File: config.mk
export PLATFORM = sky130hd
export DESIGN_NAME = commit_ctrl
export DESIGN_NICKNAME = d
export VERILOG_FILES = /design/src/rtl/commit_ctrl.sv
export SDC_FILE = /design/constraint.sdc
export NUM_CORES = 1
export LEC_CHECK = 0
export CAP_MARGIN = 25
export CORE_ASPECT_RATIO = 0.8
export CORE_UTILIZATION = 35
export DETAILED_ROUTE_END_ITERATION = 12
export PLACE_DENSITY_LB_ADDON = 0.05
export SLEW_MARGIN = 20
export SYNTH_ARGS = -nofsm -noshare
export SYNTH_HDL_FRONTEND = slang
export SYNTH_SLANG_ARGS = --single-unit
File: constraint.sdc
create_clock -name clk -period 2.3 [get_ports clk]
set_input_delay 0.23 -clock clk [delete_from_list [all_inputs] [get_ports clk]]
set_output_delay 0.23 -clock clk [all_outputs]
set_load 0.01 [all_outputs]
File: src/rtl/commit_ctrl.sv
// ROB head commit sequencer: retires the head in program order, hands stores to the
// load/store buffer and raises a timed roll_back flush on branch mispredictions.
module commit_ctrl #(
  parameter int unsigned ENTRY_WIDTH  = 4,
  parameter int unsigned FLUSH_CYCLES = 2
) (
  input  logic                   clk,
  input  logic                   rst_in,
  input  logic                   rdy_in,
  input  logic                   head_valid,
  input  logic                   head_ready,
  input  logic [1:0]             head_type,
  input  logic [ENTRY_WIDTH-1:0] head_entry,
  input  logic [5:0]             head_des,
  input  logic [31:0]            head_result,
  input  logic                   head_mispredict,
  input  logic [31:0]            head_target,
  output logic                   head_pop,
  output logic                   rob_commit,
  output logic [ENTRY_WIDTH-1:0] rob_entry,
  output logic [5:0]             rob_des,
  output logic [31:0]            rob_result,
  output logic                   store_req,
  output logic [ENTRY_WIDTH-1:0] store_entry,
  input  logic                   store_done,
  output logic                   roll_back,
  output logic [31:0]            new_pc,
  output logic [31:0]            commit_cnt
);

  typedef enum logic [1:0] {StRun, StStoreWait, StFlush} state_e;

  localparam logic [1:0] TypeStore  = 2'b01;
  localparam logic [1:0] TypeBranch = 2'b10;
  localparam logic [3:0] FlushInit  = 4'(FLUSH_CYCLES - 1);

  state_e                 state_q, state_d;
  logic [3:0]             flush_cnt_q, flush_cnt_d;
  logic                   rob_commit_q, rob_commit_d;
  logic [ENTRY_WIDTH-1:0] rob_entry_q, rob_entry_d;
  logic [5:0]             rob_des_q, rob_des_d;
  logic [31:0]            rob_result_q, rob_result_d;
  logic                   store_req_q, store_req_d;
  logic [ENTRY_WIDTH-1:0] store_entry_q, store_entry_d;
  logic                   roll_back_q, roll_back_d;
  logic [31:0]            new_pc_q, new_pc_d;
  logic [31:0]            commit_cnt_q, commit_cnt_d;
  logic                   pop;
  logic                   retire;

  assign retire = head_valid && head_ready && rdy_in;

  always_comb begin
    state_d       = state_q;
    flush_cnt_d   = flush_cnt_q;
    rob_commit_d  = 1'b0;
    rob_entry_d   = rob_entry_q;
    rob_des_d     = rob_des_q;
    rob_result_d  = rob_result_q;
    store_req_d   = store_req_q;
    store_entry_d = store_entry_q;
    roll_back_d   = roll_back_q;
    new_pc_d      = new_pc_q;
    pop           = 1'b0;

    unique case (state_q)
      StRun: begin
        if (retire) begin
          if (head_type == TypeStore) begin
            store_req_d   = 1'b1;
            store_entry_d = head_entry;
            state_d       = StStoreWait;
          end else begin
            // REG, reserved and BRANCH all retire here; a mispredict adds the flush.
            pop = 1'b1;
            if (head_des != 6'd0) begin
              rob_commit_d = 1'b1;
              rob_entry_d  = head_entry;
              rob_des_d    = head_des;
              rob_result_d = head_result;
            end
            if (head_type == TypeBranch && head_mispredict) begin
              roll_back_d = 1'b1;
              new_pc_d    = head_target;
              flush_cnt_d = FlushInit;
              state_d     = StFlush;
            end
          end
        end
      end
      StStoreWait: begin
        if (store_done && rdy_in) begin
          pop         = 1'b1;
          store_req_d = 1'b0;
          state_d     = StRun;
        end
      end
      StFlush: begin
        if (rdy_in) begin
          if (flush_cnt_q == 4'd0) begin
            roll_back_d = 1'b0;
            state_d     = StRun;
          end else begin
            flush_cnt_d = flush_cnt_q - 4'd1;
          end
        end
      end
      default: state_d = StRun;
    endcase

    commit_cnt_d = commit_cnt_q + 32'(pop);
  end

  always_ff @(posedge clk or negedge rst_in) begin
    if (!rst_in) begin
      state_q       <= StRun;
      flush_cnt_q   <= 4'd0;
      rob_commit_q  <= 1'b0;
      rob_entry_q   <= '0;
      rob_des_q     <= 6'd0;
      rob_result_q  <= 32'd0;
      store_req_q   <= 1'b0;
      store_entry_q <= '0;
      roll_back_q   <= 1'b0;
      new_pc_q      <= 32'd0;
      commit_cnt_q  <= 32'd0;
    end else begin
      state_q       <= state_d;
      flush_cnt_q   <= flush_cnt_d;
      rob_commit_q  <= rob_commit_d;
      rob_entry_q   <= rob_entry_d;
      rob_des_q     <= rob_des_d;
      rob_result_q  <= rob_result_d;
      store_req_q   <= store_req_d;
      store_entry_q <= store_entry_d;
      roll_back_q   <= roll_back_d;
      new_pc_q      <= new_pc_d;
      commit_cnt_q  <= commit_cnt_d;
    end
  end

  // Pop is combinational; gate it so nothing advances the ROB while reset is held.
  assign head_pop    = pop && rst_in;
  assign rob_commit  = rob_commit_q;
  assign rob_entry   = rob_entry_q;
  assign rob_des     = rob_des_q;
  assign rob_result  = rob_result_q;
  assign store_req   = store_req_q;
  assign store_entry = store_entry_q;
  assign roll_back   = roll_back_q;
  assign new_pc      = new_pc_q;
  assign commit_cnt  = commit_cnt_q;

endmodule

### Word level (Yosys, flattened, before mapping)

Cells that the tools add are included.

* add/sub/neg operators: 2
* equality and inequality tests: 13
* muxes and demuxes: 31
* bitwise operators: 1
* reductions and logical operators: 17

Operators with widths (count)
* 32-bit by 1-bit adder with 32-bit output: 1
* 4-bit two-way mux: 5
* 2-bit inequality test (second input constant): 8
* 1-bit two-way mux: 15
* 2-bit two-way mux: 6
* 4-bit AND reduction: 3
* 6-bit AND reduction: 2
* 4-bit one-hot mux with 2 select lines: 1
* 1-bit one-hot mux with 2 select lines: 3
* 2-bit one-hot mux with 3 select lines: 1
* 6-bit nonzero test: 1
* 1-bit logical AND: 5
* 5-bit AND reduction: 1
* 2-bit by 1-bit == test with 1-bit output (second input constant): 2
* 2-bit == test (second input constant): 2
* 4-bit logical NOT: 1
* 2-bit nonzero test: 2
* 4-bit by 1-bit subtractor with 4-bit output (second input constant): 1
* 3-bit inequality test (second input constant): 1
* 3-bit AND reduction: 1
* 2-bit logical NOT: 1
* 1-bit NOT: 1

* flip-flop bits (word level): 119
* input port bits: 83
* output and inout bits: 114
* word-level logic and storage cells: 75

### Logic depth before layout (Yosys ltp)

* depth after elaboration: 6
* depth in mapped cells: 9
* mapped depth without buffers: 9

### Worst setup path after synthesis

No wires, ideal clock.

* path type: register to register
* start: reg state_q[0]
* end: reg commit_cnt_q[26] (netlist: commit_cnt[26])
* setup time: 0.125 ns
* arrival time: 2.124 ns
* data required time: 2.175 ns
* path slack: 0.051 ns
* cell stages (with the launch flop): 8
* clock period less this slack: 2.249 ns
* path through: dfrtp_1 > or3_4 > a21oi_1 > ha_1 > nand2_1 > nor3_1 > nand4_1 > xnor2_1

* longest elaborated chain between the ends: 3
* elaborated cells on any way between the ends: 4
* classes of those cells: 1 x add/sub; 1 x eq/ne; 1 x mux; 1 x reduce/logical

RTL lines
* start: declaration: RTL line 37 `state_e state_q, state_d;`
* start signal: assignment: RTL line 116 `state_q <= StRun;`
* start signal: assignment: RTL line 128 `state_q <= state_d;`
* 2-bit by 1-bit == test with 1-bit output / 2-bit logical NOT (equally long branches): RTL line 66 `unique case (state_q)`
* 1-bit one-hot mux with 2 select lines (*): RTL line 66
* 32-bit by 1-bit adder with 32-bit output (*): RTL line 111 `commit_cnt_d = commit_cnt_q + 32'(pop);`
* via commit_cnt_d[26]: RTL line 47 `logic [31:0] commit_cnt_q, commit_cnt_d;`
* end signal: assignment: RTL line 138 `commit_cnt_q <= commit_cnt_d;`
* end: declaration: RTL line 47

Mark *: on every way through the listed nets, which the timed path passes. The rest lies on a longest branch.
A chain may end at the register's enable or synchronous reset.

### Final worst setup path

* start: in head_type[0]
* end: reg commit_cnt_q[14] (netlist: commit_cnt[14])

* longest elaborated chain between the ends: 5

RTL lines
* start: declaration: RTL line 12 `input logic [1:0] head_type,`
* 2-bit by 1-bit == test with 1-bit output: RTL line 69 `if (head_type == TypeStore) begin`
* 1-bit two-way mux: RTL line 69
* 1-bit two-way mux: RTL line 68 `if (retire) begin`
* 1-bit one-hot mux with 2 select lines: RTL line 66
* 32-bit by 1-bit adder with 32-bit output: RTL line 111
* via commit_cnt_d[14]: RTL line 47

The timed path passes the listed nets, and every way through them passes these cells.

==> impl_metrics.yaml <==
run_status:
  outcome: "completed"
detailed_routing:
  drc: 0
  drt_first_pass_iters: 4
  routed-via-count: 3583
  vias_per_cell: 4.67
  wl_um: 12500
  dr.first_iter.drc_count: 192
  wl_per_cell_um: 16.3
  final_antenna_net_count: 0
grt:
  antenna_found_initial: 0
  overflow: 0
  grt_pass1_vias: 3637
  grt_usage_pct: 17.7
  grt_max_degree: 120
  grt_pass1_wl_um: 19500
sta:
  hold_viol_final: 0
  grt_setup_unrepaired: "no"
  relSlewSlack_pct: 55.0
  period_minus_slack_ns: 2.15
  max_freq_mhz: 464
  period_share_pct: 93.7
  setup_viol: 0
  worstMarginPinSlew_ns: 0.676
  finalClockSkew_ns: 0.00374
  finalWorstSetupSlack_ns: 0.146
  finalMaxSlewViolations: 0
clock_network:
  cts_setup_buffers: 0
  cts_max_path_buffers: 2
  path_clk_slew_ns: 0.05
  cts_buffers: 17
  htree_num_levels: 4
  cts.sinks: 119
  clk_latency_ns: 0.40
  cts_tree: "built"
  root_buffer: "clkbuf_16"
critical_path:
  arrival_ns: 2.44
  cp.depth: 10
  worstReg2RegStart: "state_q[0]"
  reg2regPathDepth: 8
  critPathKind: "primary input to register"
  r2r_slack_ns: 0.16
  crit_fanout: 4
  worst-path-buf-inv: 1
  crit_path_end_kind: "register"
  crit_path_start_kind: "primary input"
  worstPathCellList: "clkdlybuf4s50_1 > nor2b_2 > or3_4 > a21oi_4 > ha_1 > ha_1 > nand3_2 > nor4_2 > nand3_1 > xnor2_1"
  r2r-end: "commit_cnt[14]"
  critPathSlowestCell: "clkdlybuf4s50_1"
  crit_path_frequent_cell: "ha_1"
  critPathTopFamily: "simple AND/OR/NAND/NOR gates"
  required_ns: 2.58
  crit_path_max_incr_delay_ns: 0.42
finish:
  nFillCells: 1125
  diodes: 0
  fin_nets: 663
  finish.instance_area_sq_um: 7990
  syn2layout_area_growth_pct: 58.3
  utilization_pct: 57.8
  post_route_cells_drive_above_1_share_pct: 23.1
hold_path:
  hold_path.class: "primary input to register"
  whs_path_depth: 2
  holdPathEnd: "new_pc[2]"
  hp-start: "head_target[2]"
placement:
  place.gp.congestion: 0.744
  postPlaceCellArea_sq_um: 7310
  hpwl_um: 8940
  preCtsSetupSlack_ns: -0.443
  port_buffers: 196
power:
  cell_internal_pwr_mw: 5.66
  pwr-share-comb_pct: 24.0
  seqPwrFrac_pct: 36.9
  vdd_drop_max_v: 0.000537
  clock_power_share_pct: 39.1
  powerDensity_nw_per_um2: 928
  swShare_pct: 23.7
  p_total_mw: 7.42
  p_switching_mw: 1.76
  leakage_nw: 3.53
logic_synthesis:
  synth_commonest_cells: "119 x dfrtp_1, 38 x mux2_4, 37 x mux2_2"
  syn_nets: 438
  ys_types: 40
  postSynth.asyncResetShare_pct: 100
  synth_edf_count: 0
  synth_area_per_cell_sq_um: 14.4
  synth_top_cell_by_area: "dfrtp_1"
  synthesis.area_sq_um: 5050
  ys_seq_area_share_pct: 59.0
  synth_top_area_share_pct: 59.0
  yosysWarnings: 0
  yosysMostFrequentCell: "dfrtp_1"
  ys_seq_elements: 119
  synthCells: 350
  ys_top_cells_by_area: "dfrtp_1 59%, mux2_4 11%, mux2_2 8.3%, xnor2_1 4.7%, buf_12 1.6%"
  synth_top_flop_cell: "dfrtp_1"
floorplanning:
  dieArea_sq_um: 14900
  die_h_um: 109
  num_rows: 38
  die_w_um: 136
  start_util_pct: 36.5
  core_area_sq_um: 13800
  boundaryPins: 197
run:
  cap_violations: 0
## how the worst max path moves through the flow
stage                      start             end
detailed placement  head_type[0]  commit_cnt[14]
global placement    head_type[0]  commit_cnt[14]
CTS                   state_q[0]  commit_cnt[14]
finish              head_type[0]  commit_cnt[14]
floorplan             state_q[0]  commit_cnt[26]
global route        head_type[0]  commit_cnt[14]
## area by class of cell
| class | count | area, sq um | area share, % |
|---|---|---|---|
| Timing Repair Buffer | 218 | 2180 | 27.2 |
| Tap cell | 180 | 225 | 2.82 |
| Inverter | 5 | 18.8 | 0.235 |
| Clock inverter | 9 | 170 | 2.13 |
| Clock buffer | 23 | 478 | 5.98 |
| Multi-Input combinational cell | 214 | 1950 | 24.3 |
| Sequential cell | 119 | 2980 | 37.3 |
## metal layers
metal  GRT usage (%)  share of wire, %  up-vias
met5               0                 0        -
met2            28.9                48      124
li1                -                 -     1698
met3            6.82               7.6        7
met4            5.48              0.80        0
met1            21.5                44     1754
## worst reg2reg max path: cells and delay by family, from the launching register on
kind / cells / cell delay [ns]
AND/OR/NAND/NOR: 4 / 0.99
AO/OA/AOI/OAI: 1 / 0.15
adder cells (fa/ha/maj): 2 / 0.34
flip-flops: 1 / 0.39
XOR/XNOR: 1 / 0.15
## power by group through the flow
stage | registers [mW] | clock network, mW | logic, mW
global route | 2.80 | 3.09 | 1.90
detailed placement | 2.77 | 0 | 1.79
CTS | 2.74 | 2.97 | 1.81
global placement | 2.75 | 0 | 1.78
finish | 2.74 | 2.90 | 1.78
floorplan | 2.91 | 0 | 0.550
## placed cells by master, fill, tap and decap left out, types with 11 or more instances in the layout
cell type,synthesis,routed
clkbuf_16,0,17
nand3_1,16,15
clkdlybuf4s50_1,0,194
dfrtp_1,119,119
nand2_1,17,17
mux2_4,38,38
mux2_2,37,37
xnor2_1,27,27
buf_4,0,18
nand4_1,11,11
## per-stage QoR
step           TNS (ns)  instances  hold WS [ns]
2_1_floorplan         0        350       -0.0656
3_3_place_gp      -6.35        735         0.424
3_5_place_dp      -8.16        735         0.421
4_1_cts               0        768         0.415
5_1_grt               0        768         0.418
6_report              0        768         0.436
## timing repair
| action | 4_1_cts | 5_1_grt |
|---|---|---|
| hold endpoints to repair | 119 | 0 |
| setup endpoints to repair | 3 | 4 |
| resized for setup | 4 | 1 |
| hold buffers | 1 | 0 |
| pin swaps | 0 | 1 |
| cloned | 0 | 0 |
## registers in the layout (all words and copies together) (netlist names)
name	flops
roll_back	1
flush_cnt_q	4
rob_commit	1
store_entry	4
rob_des	6
state_q	2
rob_entry	4
commit_cnt	32
new_pc	32
rob_result	32
store_req	1
## logic make-up (layout without fill, tap and decap cells)
group	Yosys count	count (layout)	share of synthesized area, %
buffers and inverters	17	255	2.97
and+or+nand+nor	82	82	8.90
DFF	119	119	59.0
xor gates and xnor gates	30	30	5.20
AOI/OAI and AO/OA	19	19	2.53
muxes	78	78	20.2
adders and majority gates	5	5	1.24
No activity file was read; power rests on OpenSTA's default activity.
